===== src/rtl/pc_branch_sequencer.sv =====
// -----------------------------------------------------------------------------
// pc_branch_sequencer
//
// Program-counter and fetch/branch sequencer for the 12-bit-register CPU.
// It fetches one instruction at a time over a req/ack instruction-memory
// handshake. It presents the fetched word to decode for exactly one EXEC
// cycle, then resolves BEQ/BNE/JMP using the comparator's not-equal flag and
// the decode-supplied target. Finally it moves the PC to the target or to PC+1.
//
// Handshake (imem):
//   imem_req is high for every cycle the sequencer sits in FETCH.
//   imem_addr (= pc) is constant for that whole time.
//   The transfer completes on the first rising edge where imem_ack is high.
//   imem_rdata is captured on that edge.
//   imem_ack seen in any other state is ignored.
//
// Ports:
//   clk          in   1        rising-edge clock
//   rst_n        in   1        asynchronous active-low reset
//   run          in   1        start/continue fetching
//   imem_req     out  1        fetch request, high throughout FETCH
//   imem_addr    out  ADDR_W   fetch address (= pc)
//   imem_ack     in   1        imem_rdata valid this cycle
//   imem_rdata   in   INSTR_W  fetched instruction
//   instr        out  INSTR_W  latched instruction for decode
//   instr_valid  out  1        high during EXEC (one cycle per instruction)
//   br_type      in   2        00 none, 01 BEQ, 10 BNE, 11 JMP (valid in EXEC)
//   br_target    in   ADDR_W   branch target (valid in EXEC)
//   cmp_ne       in   1        1 = compared operands differ (valid in EXEC)
//   pc           out  ADDR_W   current program counter
//   taken        out  1        pulse in the cycle after a taken branch resolves
//   halted       out  1        high while in HALTED
//   dbg_state    out  2        registered FSM state, for observation only
// -----------------------------------------------------------------------------
module pc_branch_sequencer #(
  parameter int                  ADDR_W     = 8,
  parameter int                  INSTR_W    = 12,
  parameter logic [ADDR_W-1:0]   RESET_PC   = '0,
  parameter logic [INSTR_W-1:0]  HALT_INSTR = '1
) (
  input  logic               clk,
  input  logic               rst_n,
  input  logic               run,
  output logic               imem_req,
  output logic [ADDR_W-1:0]  imem_addr,
  input  logic               imem_ack,
  input  logic [INSTR_W-1:0] imem_rdata,
  output logic [INSTR_W-1:0] instr,
  output logic               instr_valid,
  input  logic [1:0]         br_type,
  input  logic [ADDR_W-1:0]  br_target,
  input  logic               cmp_ne,
  output logic [ADDR_W-1:0]  pc,
  output logic               taken,
  output logic               halted,
  output logic [1:0]         dbg_state
);

  typedef enum logic [1:0] {
    S_IDLE   = 2'd0,
    S_FETCH  = 2'd1,
    S_EXEC   = 2'd2,
    S_HALTED = 2'd3
  } state_t;

  localparam logic [1:0] BR_NONE = 2'b00;
  localparam logic [1:0] BR_BEQ  = 2'b01;
  localparam logic [1:0] BR_BNE  = 2'b10;
  localparam logic [1:0] BR_JMP  = 2'b11;

  localparam logic [ADDR_W-1:0] PC_ONE = {{(ADDR_W-1){1'b0}}, 1'b1};

  state_t              state_q, state_d;
  logic [ADDR_W-1:0]   pc_q, pc_d;
  logic [INSTR_W-1:0]  instr_q, instr_d;
  logic                taken_q, taken_d;
  logic                branch_c;
  logic                is_halt;

  // Branch condition from the decode/comparator inputs. It is only consumed
  // in EXEC, so it may be evaluated unconditionally.
  always_comb begin
    branch_c = 1'b0;
    case (br_type)
      BR_NONE: branch_c = 1'b0;
      BR_BEQ:  branch_c = ~cmp_ne;
      BR_BNE:  branch_c = cmp_ne;
      BR_JMP:  branch_c = 1'b1;
      default: branch_c = 1'b0;
    endcase
  end

  assign is_halt = (instr_q == HALT_INSTR);

  // Next-state and next-register logic.
  always_comb begin
    state_d = state_q;
    pc_d    = pc_q;
    instr_d = instr_q;
    taken_d = 1'b0;

    case (state_q)
      S_IDLE: begin
        if (run) begin
          state_d = S_FETCH;
        end
      end

      S_FETCH: begin
        // run is deliberately not looked at here: an issued request always
        // completes so the memory never sees a request withdrawn mid-flight.
        if (imem_ack) begin
          instr_d = imem_rdata;
          state_d = S_EXEC;
        end
      end

      S_EXEC: begin
        if (is_halt) begin
          // The halt word ignores any branch inputs and leaves pc in place so
          // that a later restart refetches the same address.
          state_d = S_HALTED;
        end else begin
          pc_d    = branch_c ? br_target : (pc_q + PC_ONE);
          taken_d = branch_c;
          state_d = run ? S_FETCH : S_IDLE;
        end
      end

      S_HALTED: begin
        if (!run) begin
          state_d = S_IDLE;
        end
      end

      default: begin
        state_d = S_IDLE;
      end
    endcase
  end

  // State and datapath registers.
  always_ff @(posedge clk or negedge rst_n) begin
    if (!rst_n) begin
      state_q <= S_IDLE;
      pc_q    <= RESET_PC;
      instr_q <= '0;
      taken_q <= 1'b0;
    end else begin
      state_q <= state_d;
      pc_q    <= pc_d;
      instr_q <= instr_d;
      taken_q <= taken_d;
    end
  end

  // Status outputs decode directly from the registered state. This makes them
  // glitch-free. Because reset clears the state asynchronously, imem_req also
  // drops the moment rst_n falls.
  assign imem_req    = (state_q == S_FETCH);
  assign instr_valid = (state_q == S_EXEC);
  assign halted      = (state_q == S_HALTED);
  assign imem_addr   = pc_q;
  assign pc          = pc_q;
  assign instr       = instr_q;
  assign taken       = taken_q;
  assign dbg_state   = state_q;

endmodule


===== config.mk =====
export PLATFORM = sky130hd
export DESIGN_NAME = pc_branch_sequencer
export DESIGN_NICKNAME = d
export VERILOG_FILES = /design/src/rtl/pc_branch_sequencer.sv
export SDC_FILE = /design/constraint.sdc
export NUM_CORES = 1
export LEC_CHECK = 0
export ABC_AREA = 1
export BUFFER_PORTS_ARGS = -buffer_cell sky130_fd_sc_hd__buf_2
export CORE_UTILIZATION = 47
export CTS_BUF_LIST = sky130_fd_sc_hd__clkbuf_4 sky130_fd_sc_hd__clkbuf_8
export DETAILED_ROUTE_END_ITERATION = 8
export HOLD_SLACK_MARGIN = 0.08
export MAX_ROUTING_LAYER = met4
export PLACE_DENSITY = 0.9
export SYNTH_ARGS = -nofsm -noshare
export SYNTH_HDL_FRONTEND = slang
export SYNTH_SLANG_ARGS = --single-unit
export TNS_END_PERCENT = 5

===== constraint.sdc =====
create_clock -name clk -period 1.4 [get_ports clk]
set_clock_uncertainty 0.15 [all_clocks]
set_input_delay 0.21 -clock clk [delete_from_list [all_inputs] [get_ports clk]]
set_output_delay 0.21 -clock clk [all_outputs]
set_load 0.02 [all_outputs]

==> impl_metrics.csv, run 1 <==
group,metric,value,unit
setup_path,cp_max_fo,4,
clock_tree,cts-root-buf,"clkbuf_4",
detailed_routing,drt_wl_total,3110,µm
clock_tree,htreeDepth,1,
synth,synthArstFlopShare,100,%
final_layout,antenna_cells,0,
sta,fin_ws,-0.0475,ns
global_routing,grt_pass1_wl,4820,µm
final_layout,drive_above_1_share,43.9,%
placed_design,port_buffers,60,
global_routing,grt_max_degree,24,
clock_tree,cts_tree,"built",
synth,synth_cells,151,
power_and_ir_drop,seq_power_share,33.4,%
floorplan,die_x,53.7,µm
synth,synth_area,0.00126,mm²
sta,drv_slew,0,
setup_path,worst_path_max_delay_cell,"dfrtp_2",
clock_tree,cts_buffer_depth,2,
sta,hold-worst-slack,0.0818,ns
synth,syn_area_per_cell,8.33,µm²
synth,ys_types,19,
detailed_routing,vias,1243,
sta,setup_viol,2,
detailed_routing,routedWlPerCell,12.0,µm
synth,ys_warn_count,0,
floorplan,core_region_area,0.00250,mm²
synth,synthDominantCellAreaShare,45.8,%
global_routing,grt.total_usage,24.0,%
synth,ys_seq_elements,23,
setup_path,path_cells,"inv_1, nor2_4, buf_6",
sta,finalCriticalPeriod,1.45,ns
run_status,status,"finished, violations left",
power_and_ir_drop,comb_power_share,58.4,%
synth,synth_top_area_cell,"dfrtp_1",
final_layout,mostFrequentLayoutCells,"nand2_1, buf_2, dlygate4sd3_1, dfrtp_1, mux2_2",
power_and_ir_drop,p_leak,0.989,nW
setup_path,end_kind,"output port",
clock_tree,cts_buffers,3,
placed_design,placed_cell_area,0.00156,mm²
power_and_ir_drop,clock_power_share,8.2,%
setup_path,cpPeakStageDelay,0.43,ns
placed_design,dp_hpwl,2100,µm
detailed_routing,drc,0,
sta,rsz0062_at_grt,"true",
synth,synth_ff_type,"dfrtp_1",
detailed_routing,ant_nets,0,
setup_path,crit_family,"flip-flops",
sta,fmax,691,MHz
final_layout,finalInstanceArea,0.00186,mm²
setup_path,startpoint_type,"flip-flop",
run_status,violations,"setup timing",
final_layout,area.growth.synth_to_final,47.8,%
clock_tree,clk_latency,0.30,ns
synth,synth-edff-count,0,
global_routing,grt_pass1_vias,1183,
clock_tree,postCtsSetupRepairBufs,0,
clock_tree,path_clk_slew,0.12,ns
final_layout,num-nets-final,259,
floorplan,start_util,50.3,%
power_and_ir_drop,ir_worst_vdd,1670,µV
placed_design,gp_congestion,0.806,
setup_path,cp.arrival,1.09,ns
floorplan,io_pins,61,
setup_path,crit_buf_inv,2,
flow_run,drv_cap,0,
synth,ys_seq_area_share,45.8,%
synth,synth_area_leaders,"dfrtp_1, nand2_1, mux2_2",
floorplan,row_count,18,
detailed_routing,drt_iter0_markers,18,
sta,hold_viol,0,
detailed_routing,via_per_inst,4.78,
final_layout,final_common_cell,"nand2_1",
power_and_ir_drop,cellPowerDensity,2110,mW/mm²
detailed_routing,drt_first_pass_iters,4,
floorplan,dieArea,0.00289,mm²
power_and_ir_drop,p_switching,1.84,mW
power_and_ir_drop,p_int,2.09,mW
floorplan,die_h,53.7,µm
synth,synth.net_count,179,
sta,slew_headroom,67.1,%
setup_path,crit_type,"flip-flop to output port",
power_and_ir_drop,swShare,46.8,%
global_routing,antenna_found_initial,0,
sta,tightest_slew,0.493,ns
global_routing,grt-ovfl-total,0,
clock_tree,clock_sinks,23,
sta,setup_tns,-0.0943,ns
sta,fin_crit_sh,103,%
setup_path,worstPathRequired,1.04,ns
worst_hold_path,hold_class,"primary input to flip-flop",
[sequential cells by signal, summed over array words and instances (netlist names)]
register and flops:
taken 1, imem_addr 8, dbg_state 2, instr 12
[kinds of logic (layout without fill, tap and decap cells)]
| logic type | after synthesis | after routing | synth area share, % |
|---|---|---|---|
| simple gates | 84 | 84 | 28.1 |
| flops | 23 | 23 | 45.8 |
| buf+inv | 23 | 102 | 10.4 |
| mux | 12 | 12 | 10.7 |
| compound gates | 7 | 7 | 3.28 |
| fa+ha+maj | 1 | 1 | 0.995 |
| xor+xnor | 1 | 1 | 0.697 |
[worst paths after layout]
kind / startpoint / end / slack [ns] / depth (start not counted)
worst min-delay path: br_target[6] / imem_addr[6]$_DFFE_PN0P_ / 0.08 / 5
max in group asynchronous: rst_n / dbg_state[0]$_DFFE_PN0P_ / 0.51 / 2
worst max register to register: dbg_state[0]$_DFFE_PN0P_ / instr[8]$_DFFE_PN0P_ / 0.03 / 4
worst min register to register: instr[2]$_DFFE_PN0P_ / instr[2]$_DFFE_PN0P_ / 0.40 / 1
min in group asynchronous: rst_n / imem_addr[2]$_DFFE_PN0P_ / 0.23 / 2
worst max-delay path: dbg_state[1]$_DFFE_PN0P_ / instr_valid / -0.05 / 3
[routing by layer]
layer  share of wire (%)  wire length, µm  GRT usage [%]
met5                   0                0              -
met1                  41             1270           27.2
met4                0.77               24           5.26
met3                 5.9              183           4.24
met2                  53             1640           43.6
[power by group through the flow]
stage | Clock [mW] | Combinational (mW) | Sequential, mW
after global routing | 0.359 | 2.50 | 1.37
after CTS | 0.325 | 2.15 | 1.29
after detailed placement | 0 | 2.07 | 1.30
after floorplan | 0 | 1.10 | 1.68
after global placement | 0 | 2.01 | 1.28
final | 0.321 | 2.29 | 1.31
[metrics by stage]
step	utilization, %	cells	setup slack [ns]	power [mW]
after floorplan	-	151	-0.0497	2.78
after global placement	62.5	237	0.0948	3.29
after detailed placement	62.5	237	0.0575	3.37
after CTS	72.0	260	-0.0403	3.77
after global routing	74.3	260	-0.106	4.22
final	74.3	260	-0.0475	3.92
[area by class of cell]
type	instances	area, µm²
Clock buffer	4	30.0
Fill cell	199	642
Inverter	13	48.8
Multi-Input combinational cell	105	578
Sequential cell	23	581
Tap cell	30	37.5
Timing Repair Buffer	85	583
[cells in the mapped netlist, types with 2 or more instances]
cell type	instances
buf_4	8
nand2_1	55
inv_2	2
nand3_1	9
o21ai_0	5
mux2_2	12
buf_6	2
nand4_1	2
inv_1	11
nor2_1	14
dfrtp_1	23
[tightest hold or removal path: cells and delay by family]
| family | cells | cell delay, ns |
|---|---|---|
| AND/OR/NAND/NOR | 4 | 0.22 |
| buffers and inverters | 1 | 0.07 |
[timing repair]
item / CTS / global route
gates resized for setup: 5 / 23
hold buffers: 19 / 0
hold endpoints to repair: 42 / 0
endpoints found under the setup margin: 2 / 33
pin swaps: 0 / 1
Power figures use the tool's default switching activity.
==> run 2, diff against run 1 <==
--- a/config.mk
+++ b/config.mk
@@ -5,9 +5,8 @@
 export SDC_FILE = /design/constraint.sdc
 export NUM_CORES = 1
 export LEC_CHECK = 0
-export ABC_AREA = 1
 export BUFFER_PORTS_ARGS = -buffer_cell sky130_fd_sc_hd__buf_2
-export CORE_UTILIZATION = 47
+export CORE_UTILIZATION = 46
 export CTS_BUF_LIST = sky130_fd_sc_hd__clkbuf_4 sky130_fd_sc_hd__clkbuf_8
 export DETAILED_ROUTE_END_ITERATION = 8
 export HOLD_SLACK_MARGIN = 0.08
==> run 2 against run 1 <==
Worst hold slack worse by 0.0042 ns. Maximum frequency is 15% lower. Worst setup slack worse by 0.25 ns. Register-to-register slack worse by 0.32 ns. The run still ends with setup timing left. Sequential share of layout area is 2.9 points lower. Global-route usage is 4.1 points higher. Core utilization is 10 points higher.
==> impl_metrics.csv, run 2 <==
group,metric,value,unit
synth,ys_seq_elements,23,
clock_tree,clock_sinks,23,
worst_hold_path,hold_class,"primary input to flip-flop",
synth,synth.net_count,137,
detailed_routing,via_per_inst,5.51,
floorplan,start_util,48.4,%
synth,yosys-top-cells-count,"dfrtp_1, mux2_2, buf_4, o21ai_0",
floorplan,die_h,53.0,µm
sta,finalCriticalPeriod,1.69,ns
final_layout,largest_reg_flops,12,
setup_path,end_kind,"flip-flop",
global_routing,grt.met3_usage,3.45,%
global_routing,grt.total_usage,28.1,%
final_layout,final_common_cell,"buf_2",
sta,rsz0062_at_grt,"true",
detailed_routing,drc,0,
sta,hold-worst-slack,0.0776,ns
clock_tree,path_clk_slew,0.13,ns
sta,tightest_slew,0.506,ns
floorplan,io_pins,61,
final_layout,utilization,84.6,%
clock_tree,cts-root-buf,"clkbuf_4",
run_status,status,"finished, violations left",
power_and_ir_drop,ir_worst_vdd,1800,µV
setup_path,cp.arrival,1.77,ns
power_and_ir_drop,cellPowerDensity,2150,mW/mm²
detailed_routing,drt_first_pass_iters,4,
power_and_ir_drop,finalPower,4.51,mW
synth,yosysMostFrequentCell,"dfrtp_1",
final_layout,mostFrequentLayoutCells,"buf_2, buf_6, buf_4",
sta,hold_viol,0,
synth,ys_types,33,
power_and_ir_drop,p_leak,0.995,nW
setup_path,worstPathRequired,1.48,ns
global_routing,grt_pass1_wl,5490,µm
global_routing,use_met2,55.1,%
floorplan,core_region_area,0.00248,mm²
synth,synth_area,0.00120,mm²
global_routing,grt_pass1_vias,1232,
floorplan,die_x,53.0,µm
global_routing,busiest_layer,"met2",
sta,fmax,591,MHz
placed_design,port_buffers,60,
global_routing,grt_max_degree,24,
sta,fin_crit_sh,121,%
synth,syn_area_per_cell,11.0,µm²
setup_path,r2r_start,"dbg_state[0]$_DFFE_PN0P_",
detailed_routing,vias,1328,
placed_design,gp_congestion,0.822,
final_layout,antenna_cells,0,
global_routing,use_met1,29.7,%
sta,setup_viol,18,
synth,ys_seq_area_share,48.0,%
clock_tree,cts_buffers,3,
detailed_routing,drt_iter0_markers,36,
setup_path,cp_max_fo,11,
final_layout,num-nets-final,240,
sta,drv_slew,0,
sta,fin_ws,-0.293,ns
final_layout,drive_above_1_share,62.1,%
flow_run,drv_cap,0,
detailed_routing,routedWlPerCell,17.8,µm
synth,synth_cells,109,
synth,synthArstFlopShare,100,%
setup_path,crit_type,"flip-flop to flip-flop",
final_layout,area.growth.synth_to_final,74.8,%
synth,synth_top_area_cell,"dfrtp_1",
synth,ys_warn_count,0,
detailed_routing,drt_wl_total,4300,µm
worst_hold_path,hp-start,"br_target[6]",
floorplan,row_count,18,
global_routing,antenna_found_initial,0,
final_layout,finalInstanceArea,0.00210,mm²
clock_tree,htreeDepth,1,
setup_path,cp-startpoint,"dbg_state[0]$_DFFE_PN0P_",
clock_tree,cts_tree,"built",
detailed_routing,ant_nets,0,
setup_path,startpoint_type,"flip-flop",
placed_design,placed_cell_area,0.00169,mm²
synth,synth-edff-count,0,
floorplan,dieArea,0.00281,mm²
sta,setup_tns,-2.70,ns
run_status,violations,"setup timing",
clock_tree,cts_buffer_depth,2,
sta,slew_headroom,66.3,%
global_routing,grt-ovfl-total,0,
clock_tree,clk_latency,0.32,ns
synth,synth_area_leaders,"dfrtp_1, mux2_2, buf_4",
synth,synth_ff_type,"dfrtp_1",
synth,synthDominantCellAreaShare,48.0,%
placed_design,dp_hpwl,2350,µm
run 2: changes by cell type in the layout (fill, tap and decap cells not counted), moves of 4 or more:
cell     change
a21oi_1      +4
buf_2       -14
buf_4       +17
buf_6       +21
dfrtp_1     -11
dfrtp_2     +11
inv_1        -9
nand2_1     -47
run 2: critical path: stages (launching register included):
cell       delay [ns]
dfrtp_2          0.45
and2b_2          0.25
buf_4            0.13
o31ai_4          0.08
buf_6            0.15
nor2_1           0.15
a2bb2oi_1        0.24
run 2: kinds of logic after synthesis:
| logic type | after synthesis | synth area share, % |
|---|---|---|
| adders and majority gates | 1 | 1.04 |
| and+or+nand+nor | 35 | 15.6 |
| DFF | 23 | 48.0 |
| AOI/OAI and AO/OA | 23 | 13.7 |
| buffers and inverters | 12 | 7.83 |
| muxes | 15 | 13.9 |
run 2: layout make-up:
class | count | area [µm²]
inverters | 1 | 3.75
clock buffers | 3 | 22.5
flip-flops and latches | 23 | 594
well taps | 30 | 37.5
clock inverters | 1 | 5.00
repair buffers | 109 | 877
fillers | 136 | 382
multi-input cells | 74 | 556
run 2: per-layer routing:
layer | vias up | share of wire (%)
met5 | - | 0
met4 | 0 | 2.7
met3 | 13 | 7.0
met2 | 85 | 53
met1 | 636 | 37
li1 | 594 | -
run 2: final timing paths:
| path | to | slack (ns) | cells after the start |
|---|---|---|---|
| max | imem_addr[4]$_DFFE_PN0P_ | -0.29 | 6 |
| max reg2reg | imem_addr[4]$_DFFE_PN0P_ | -0.29 | 6 |
| max in group asynchronous | instr[11]$_DFFE_PN0P_ | 0.49 | 2 |
| min | imem_addr[6]$_DFFE_PN0P_ | 0.08 | 3 |
| min in group asynchronous | imem_addr[7]$_DFFE_PN0P_ | 0.24 | 2 |
| min reg2reg | imem_addr[7]$_DFFE_PN0P_ | 0.42 | 1 |
run 2: where the power goes:
part | leakage [nW] | switching [mW] | internal [mW]
registers | 0.258 | 0.324 | 1.01
logic | 0.719 | 1.38 | 1.48
clock network | 0.0177 | 0.207 | 0.107
total | 0.995 | 1.91 | 2.60
run 2: what timing repair did:
action                                  4_1_cts  5_1_grt
endpoints found under the setup margin       33       36
pin swaps                                     3        2
hold buffers                                 19        0
gates resized for setup                      17       44
buffers inserted                              1        0
hold endpoints to repair                     41        0
run 2: stage by stage:
stage	std cells	worst slack, ns
6_report	241	-0.293
5_1_grt	241	-0.365
4_1_cts	241	-0.188
3_5_place_dp	217	-0.193
3_3_place_gp	217	-0.0706
2_1_floorplan	109	-0.139
